**src/rtl/render_chain_source.sv**
```systemverilog
// Head of the shape-renderer chain: drains queued shape-register writes as
// programming packets between frames, then emits one background pixel per cycle.
module render_chain_source #(
    parameter int H_ACTIVE     = 1280,
    parameter int V_ACTIVE     = 720,
    parameter int BLANK_CYCLES = 64,
    parameter int FIFO_DEPTH   = 8,
    parameter int MAX_PROG     = 16
) (
    input  logic        clk,
    input  logic        rst_n,
    input  logic        enable,
    input  logic [31:0] bg_color,
    input  logic        cmd_valid,
    output logic        cmd_ready,
    input  logic [10:0] cmd_shape,
    input  logic [11:0] cmd_reg,
    input  logic [31:0] cmd_data,
    output logic        program_out,
    output logic [10:0] x_out,
    output logic [11:0] y_out,
    output logic [31:0] data_out,
    output logic        frame_start,
    output logic [15:0] frame_count
);

    localparam int AW = (FIFO_DEPTH > 1) ? $clog2(FIFO_DEPTH) : 1;
    localparam int CW = AW + 1;
    localparam int PW = $clog2(MAX_PROG + 1);
    localparam int BW = $clog2(BLANK_CYCLES + 1);

    localparam logic [CW-1:0] FIFO_FULL  = CW'(FIFO_DEPTH);
    localparam logic [PW-1:0] PROG_LIMIT = PW'(MAX_PROG);
    localparam logic [BW-1:0] BLANK_LAST = BW'(BLANK_CYCLES - 1);
    localparam logic [10:0]   X_LAST     = 11'(H_ACTIVE - 1);
    localparam logic [11:0]   Y_LAST     = 12'(V_ACTIVE - 1);

    typedef enum logic [1:0] {
        IDLE,
        PROG,
        SCAN,
        BLANK
    } state_t;

    state_t          state;
    logic [31:0]     bg_latched;
    logic [PW-1:0]   prog_cnt;
    logic [BW-1:0]   blank_cnt;
    logic [10:0]     pix_x;
    logic [11:0]     pix_y;

    logic [54:0]     fifo_mem [FIFO_DEPTH];
    logic [AW-1:0]   wr_ptr;
    logic [AW-1:0]   rd_ptr;
    logic [CW-1:0]   fifo_count;
    logic            push;
    logic            pop;
    logic [54:0]     head;

    assign cmd_ready = (fifo_count != FIFO_FULL);
    assign push      = cmd_valid && cmd_ready;
    assign pop       = (state == PROG) && (fifo_count != '0) && (prog_cnt < PROG_LIMIT);
    assign head      = fifo_mem[rd_ptr];

    // Storage needs no reset: an entry is only read after it has been written.
    always_ff @(posedge clk) begin
        if (push) begin
            fifo_mem[wr_ptr] <= {cmd_shape, cmd_reg, cmd_data};
        end
    end

    always_ff @(posedge clk or negedge rst_n) begin
        if (!rst_n) begin
            wr_ptr     <= '0;
            rd_ptr     <= '0;
            fifo_count <= '0;
        end else begin
            if (push) wr_ptr <= wr_ptr + 1'b1;
            if (pop)  rd_ptr <= rd_ptr + 1'b1;
            case ({push, pop})
                2'b10:   fifo_count <= fifo_count + 1'b1;
                2'b01:   fifo_count <= fifo_count - 1'b1;
                default: fifo_count <= fifo_count;
            endcase
        end
    end

    // Output registers default to the NOP packet; each state overrides as needed.
    always_ff @(posedge clk or negedge rst_n) begin
        if (!rst_n) begin
            state       <= IDLE;
            bg_latched  <= '0;
            prog_cnt    <= '0;
            blank_cnt   <= '0;
            pix_x       <= '0;
            pix_y       <= '0;
            program_out <= 1'b1;
            x_out       <= 11'h7FF;
            y_out       <= '0;
            data_out    <= '0;
            frame_start <= 1'b0;
            frame_count <= '0;
        end else begin
            program_out <= 1'b1;
            x_out       <= 11'h7FF;
            y_out       <= '0;
            data_out    <= '0;
            frame_start <= 1'b0;

            case (state)
                IDLE: begin
                    if (enable) begin
                        state      <= PROG;
                        bg_latched <= bg_color;
                        prog_cnt   <= '0;
                    end
                end

                PROG: begin
                    if (pop) begin
                        x_out    <= head[54:44];
                        y_out    <= head[43:32];
                        data_out <= head[31:0];
                        prog_cnt <= prog_cnt + 1'b1;
                    end else begin
                        state <= SCAN;
                        pix_x <= '0;
                        pix_y <= '0;
                    end
                end

                SCAN: begin
                    program_out <= 1'b0;
                    x_out       <= pix_x;
                    y_out       <= pix_y;
                    data_out    <= bg_latched;
                    frame_start <= (pix_x == '0) && (pix_y == '0);
                    if (pix_x == X_LAST) begin
                        pix_x <= '0;
                        if (pix_y == Y_LAST) begin
                            state     <= BLANK;
                            blank_cnt <= '0;
                        end else begin
                            pix_y <= pix_y + 12'd1;
                        end
                    end else begin
                        pix_x <= pix_x + 11'd1;
                    end
                end

                BLANK: begin
                    if (blank_cnt == BLANK_LAST) begin
                        frame_count <= frame_count + 16'd1;
                        if (enable) begin
                            state      <= PROG;
                            bg_latched <= bg_color;
                            prog_cnt   <= '0;
                        end else begin
                            state <= IDLE;
                        end
                    end else begin
                        blank_cnt <= blank_cnt + 1'b1;
                    end
                end

                default: state <= IDLE;
            endcase
        end
    end

endmodule

```
**config.mk**
```make
export PLATFORM = sky130hd
export DESIGN_NAME = render_chain_source
export DESIGN_NICKNAME = d
export VERILOG_FILES = /design/src/rtl/render_chain_source.sv
export SDC_FILE = /design/constraint.sdc
export NUM_CORES = 1
export LEC_CHECK = 0
export CAP_MARGIN = 40
export CELL_PAD_IN_SITES_DETAIL_PLACEMENT = 0
export CELL_PAD_IN_SITES_GLOBAL_PLACEMENT = 2
export CORE_ASPECT_RATIO = 0.8
export CORE_MARGIN = 2
export CORE_UTILIZATION = 25
export CTS_BUF_LIST = sky130_fd_sc_hd__clkbuf_8
export DETAILED_ROUTE_END_ITERATION = 8
export PLACE_DENSITY_LB_ADDON = 0.3
export SLEW_MARGIN = 20
export SYNTH_ARGS = -nofsm -noshare
export SYNTH_HDL_FRONTEND = slang
export SYNTH_SLANG_ARGS = --single-unit
```
**constraint.sdc**
```tcl
create_clock -name clk -period 8 [get_ports clk]
set_input_delay 1.6 -clock clk [delete_from_list [all_inputs] [get_ports clk]]
set_output_delay 1.6 -clock clk [all_outputs]
set_load 0.005 [all_outputs]
```
==> impl_summary.log <==
[metrics] number of buffer cells added on primary ports: 164
[metrics] Chip Width: ~350 um
[metrics] final layout net count: 1,667
[metrics] Post-synth top cells: sky130_fd_sc_hd__edfxtp_1 (440), sky130_fd_sc_hd__dfrtp_1 (140), sky130_fd_sc_hd__mux4_2 (110)
[metrics] clock latency reported for the late side of the worst-skew pair: roughly 700 ps
[metrics] category of the critical setup timing path: reg2out
[metrics] part of the cycle the worst path needs: a little under half
[metrics] number of gates resized after CTS: 0
[metrics] share of the synthesized area in the top cell type: about 56%
[metrics] largest net degree at the start of global routing: 100
[metrics] count of pins over their slew limit: 0
[metrics] First DRT Iteration DRCs: 700
[metrics] final critical-path required period: between 3000 and 4000 ps
[metrics] initial antenna violation count: 9
[metrics] number of enable flip-flop cells after synthesis: 440
[metrics] Synth cell types: 63
[metrics] measured slew at the worst slew-check pin: approximately 900 ps
[metrics] worst min-delay path category: reg2reg
[metrics] Critical Path AT: 2080 ps
[metrics] number of H-tree levels: 3
[metrics] area of the core: ~0.093 sq mm
[metrics] clock tree from TritonCTS: built
[metrics] clock sink total: ~600
[metrics] Critical Path Sink Type: output pin
[metrics] post-synthesis net count: roughly 1,400
[metrics] number of search-and-repair iterations in the first detailed-routing pass: 5
[metrics] Die Y: around 280 um
[metrics] share of synthesized area occupied by flip-flops and latches: slightly above 70%
[metrics] Final Hold Viols: 0
[metrics] Syn Inst Count: 1,326
[metrics] dominant register cell in the synthesized netlist: sky130_fd_sc_hd__edfxtp_1
[metrics] worst slew margin relative to its limit: 39.84%
[metrics] fmax: between 200 and 300 MHz
[metrics] main area contributors after synthesis: sky130_fd_sc_hd__edfxtp_1 (56%), sky130_fd_sc_hd__dfrtp_1 (15%), sky130_fd_sc_hd__mux4_2 (11%)
[metrics] cell area after layout: between 0.02 and 0.03 sq mm
[metrics] GPL Wtd Cong: about 0.75
[metrics] post-detail-place hpwl: about 37,000 um
[metrics] post-route clock skew: 45.08 ps
[metrics] num rows: 100
[metrics] Area Overhead vs Synth: 22.85%
[metrics] Worst Path Required: roughly 6400 ps
[metrics] Async S/R FF share, synth: between 20% and 30%
[metrics] starting utilization of the core area: between 20 and 30%
[metrics] cell with the largest stage delay on the worst path: sky130_fd_sc_hd__clkdlybuf4s50_1
[metrics] Synth Register Bits: around 600
[metrics] critical-path cell list: nor3_1 > nand2_1 > clkdlybuf4s50_1
[metrics] post-synth design cell area: between 0.02 and 0.025 sq mm
[metrics] largest buffer count on any clock path: 3
[metrics] kind of start point of the critical path: flip-flop
[metrics] via count: between 10,000 and 15,000
[metrics] result of the run: finished, final reports clean
[metrics] most area-hungry cell type in the Yosys netlist: sky130_fd_sc_hd__edfxtp_1
[metrics] most repeated cell in the gate-level netlist after synthesis: sky130_fd_sc_hd__edfxtp_1
[metrics] setup bufs post-CTS: 0
[metrics] global-route total usage across every layer: between 10% and 20%
[metrics] routed length per instance: around 21 um
[metrics] Synth Warn #: 0
[metrics] final setup violation count: 0
[metrics] vias in the first global route: 13,580
[metrics] RSZ-0062 raised after global routing: no
[metrics] CP Max Fanout: 8
[metrics] vias per cell: ~4.4
[metrics] antenna viol nets, final: 0
[metrics] Placed Instance Area: 0.02687 sq mm
[metrics] Syn Area/Cell: 17.73 sq um
[metrics] Total Routed Length: 60,710 um
[metrics] remaining routing DRC violations: 0
[metrics] Crit path largest cell delay: between 500 and 600 ps
[metrics] post-CTS clock slew at the launch and capture registers of the worst setup and hold paths: about 60 ps
[metrics] first-pass GRT wire length: slightly above 90,000 um
[metrics] top-level I/O count: around 170
[metrics] maximum ir drop on the vdd rail: 0.2017 mV
[metrics] total negative slack for setup checks: 0 ps
[metrics] Max-Cap Viols: 0
[metrics] static power due to leakage: ~10 nW
[metrics] fraction of final layout cells with drive strength greater than 1: 21.99%
[metrics] CTS hold repair buffers: 0
[metrics] power per cell area: approximately 340 mW/mm^2
[metrics] die area: about 0.097 sq mm
[metrics] number of clock buffers inserted by TritonCTS: 100
[metrics] total grt overflow: 0
[metrics] clock tree root buffer cell: sky130_fd_sc_hd__clkbuf_8
==> stage by stage <==
stage	utilization [%]	setup WS [ps]	power, mW	std cells	hold slack [ps]
2_1_floorplan	-	1688	6.063	1326	464.7
3_3_place_gp	28.59	3506	7.216	2666	488.8
3_5_place_dp	28.87	3658	7.309	2677	493.7
4_1_cts	30.92	4195	10.00	2862	508.3
5_1_grt	31.02	4115	10.38	2867	523.3
6_report	31.02	4316	9.780	2869	497.7
==> cell families after synthesis <==
logic type / count (synthesis) / synth area share [%]
DFF: 592 / 72.45
and+or+nand+nor: 296 / 6.547
muxes: 203 / 14.77
AOI/OAI and AO/OA: 111 / 2.837
buffers and inverters: 77 / 1.373
xor gates and xnor gates: 30 / 1.118
adders and majority gates: 17 / 0.9049
==> area by class of cell <==
cell class | instances | area [sq um]
sequential | 592 | 17040
timing repair buffer | 195 | 2122
clock inverter | 83 | 508.0
clock buffer | 102 | 1404
tap | 1224 | 1531
multi-input combinational | 657 | 6213
fill | 9194 | 64210
inverter | 13 | 48.80
antenna | 3 | 7.507
==> path summary, 6_finish.rpt <==
check	slack [ps]	cells after the start	endpoint	startpoint
worst min register to register	500	1	frame_count[15]	frame_count[15]
worst max register to register	4690	7	pix_y[10]	state[0]
min in group asynchronous	730	1	y_out[3]	rst_n
worst max-delay path	4320	3	cmd_ready	fifo_count[1]
worst min-delay path	500	1	frame_count[15]	frame_count[15]
max in group asynchronous	5870	4	data_out[12]	rst_n
==> sequential cells by signal, summed over array words and instances (netlist names) <==
name         count
bg_latched      32
blank_cnt        7
data_out        32
fifo_count       4
fifo_mem       440
frame_count     16
frame_start      1
pix_x           11
pix_y           12
prog_cnt         5
program_out      1
rd_ptr           3
state            2
wr_ptr           3
x_out           11
y_out           12
==> layer usage <==
layer	up-vias	GRT usage (%)	part of all wire, %
met2	277	19.87	47
li1	5663	-	-
met3	98	3.342	5.2
met1	6651	17.26	46
met5	-	0	0.044
met4	4	3.389	1.9
==> where the power goes <==
| group | internal, mW | total, mW | leakage, nW | switching [mW] |
|---|---|---|---|---|
| sequential | 3.91 | 4.19 | 5.96 | 0.280 |
| clock | 1.33 | 2.61 | 1.08 | 1.28 |
| combinational | 1.35 | 2.97 | 2.92 | 1.62 |
| total | 6.60 | 9.78 | 9.95 | 3.18 |
==> worst max-delay path, delay by kind of cell, from the launching register on <==
kind	cells	cell delay, ps
flip-flops	1	460
buffers and inverters	1	570
AND/OR/NAND/NOR	2	350
==> cell usage in the layout, fill, tap and decap left out, types with 5 or more instances in the layout <==
master,count
sky130_fd_sc_hd__buf_16,7
sky130_fd_sc_hd__ha_1,15
sky130_fd_sc_hd__xor2_1,13
sky130_fd_sc_hd__and3_1,7
sky130_fd_sc_hd__nand2b_1,10
sky130_fd_sc_hd__a21oi_1,9
sky130_fd_sc_hd__edfxtp_1,440
sky130_fd_sc_hd__mux4_2,110
sky130_fd_sc_hd__nand3_1,34
sky130_fd_sc_hd__xnor2_1,17
sky130_fd_sc_hd__buf_4,15
sky130_fd_sc_hd__nor3_1,11
sky130_fd_sc_hd__nand2_1,94
sky130_fd_sc_hd__nor2_1,31
sky130_fd_sc_hd__clkinv_1,23
sky130_fd_sc_hd__inv_1,40
sky130_fd_sc_hd__nor2_4,6
sky130_fd_sc_hd__mux2i_1,46
sky130_fd_sc_hd__clkinvlp_4,5
sky130_fd_sc_hd__dfstp_2,12
sky130_fd_sc_hd__o211ai_1,5
sky130_fd_sc_hd__dfrtp_1,137
sky130_fd_sc_hd__clkinv_2,19
sky130_fd_sc_hd__and2_1,46
sky130_fd_sc_hd__mux2_2,46
sky130_fd_sc_hd__nor4_1,12
sky130_fd_sc_hd__clkdlybuf4s50_1,163
sky130_fd_sc_hd__clkbuf_8,103
sky130_fd_sc_hd__nand4_1,14
sky130_fd_sc_hd__o21ai_0,66
sky130_fd_sc_hd__buf_12,8
sky130_fd_sc_hd__o22ai_1,6
No activity file was read; power rests on OpenSTA's default activity.
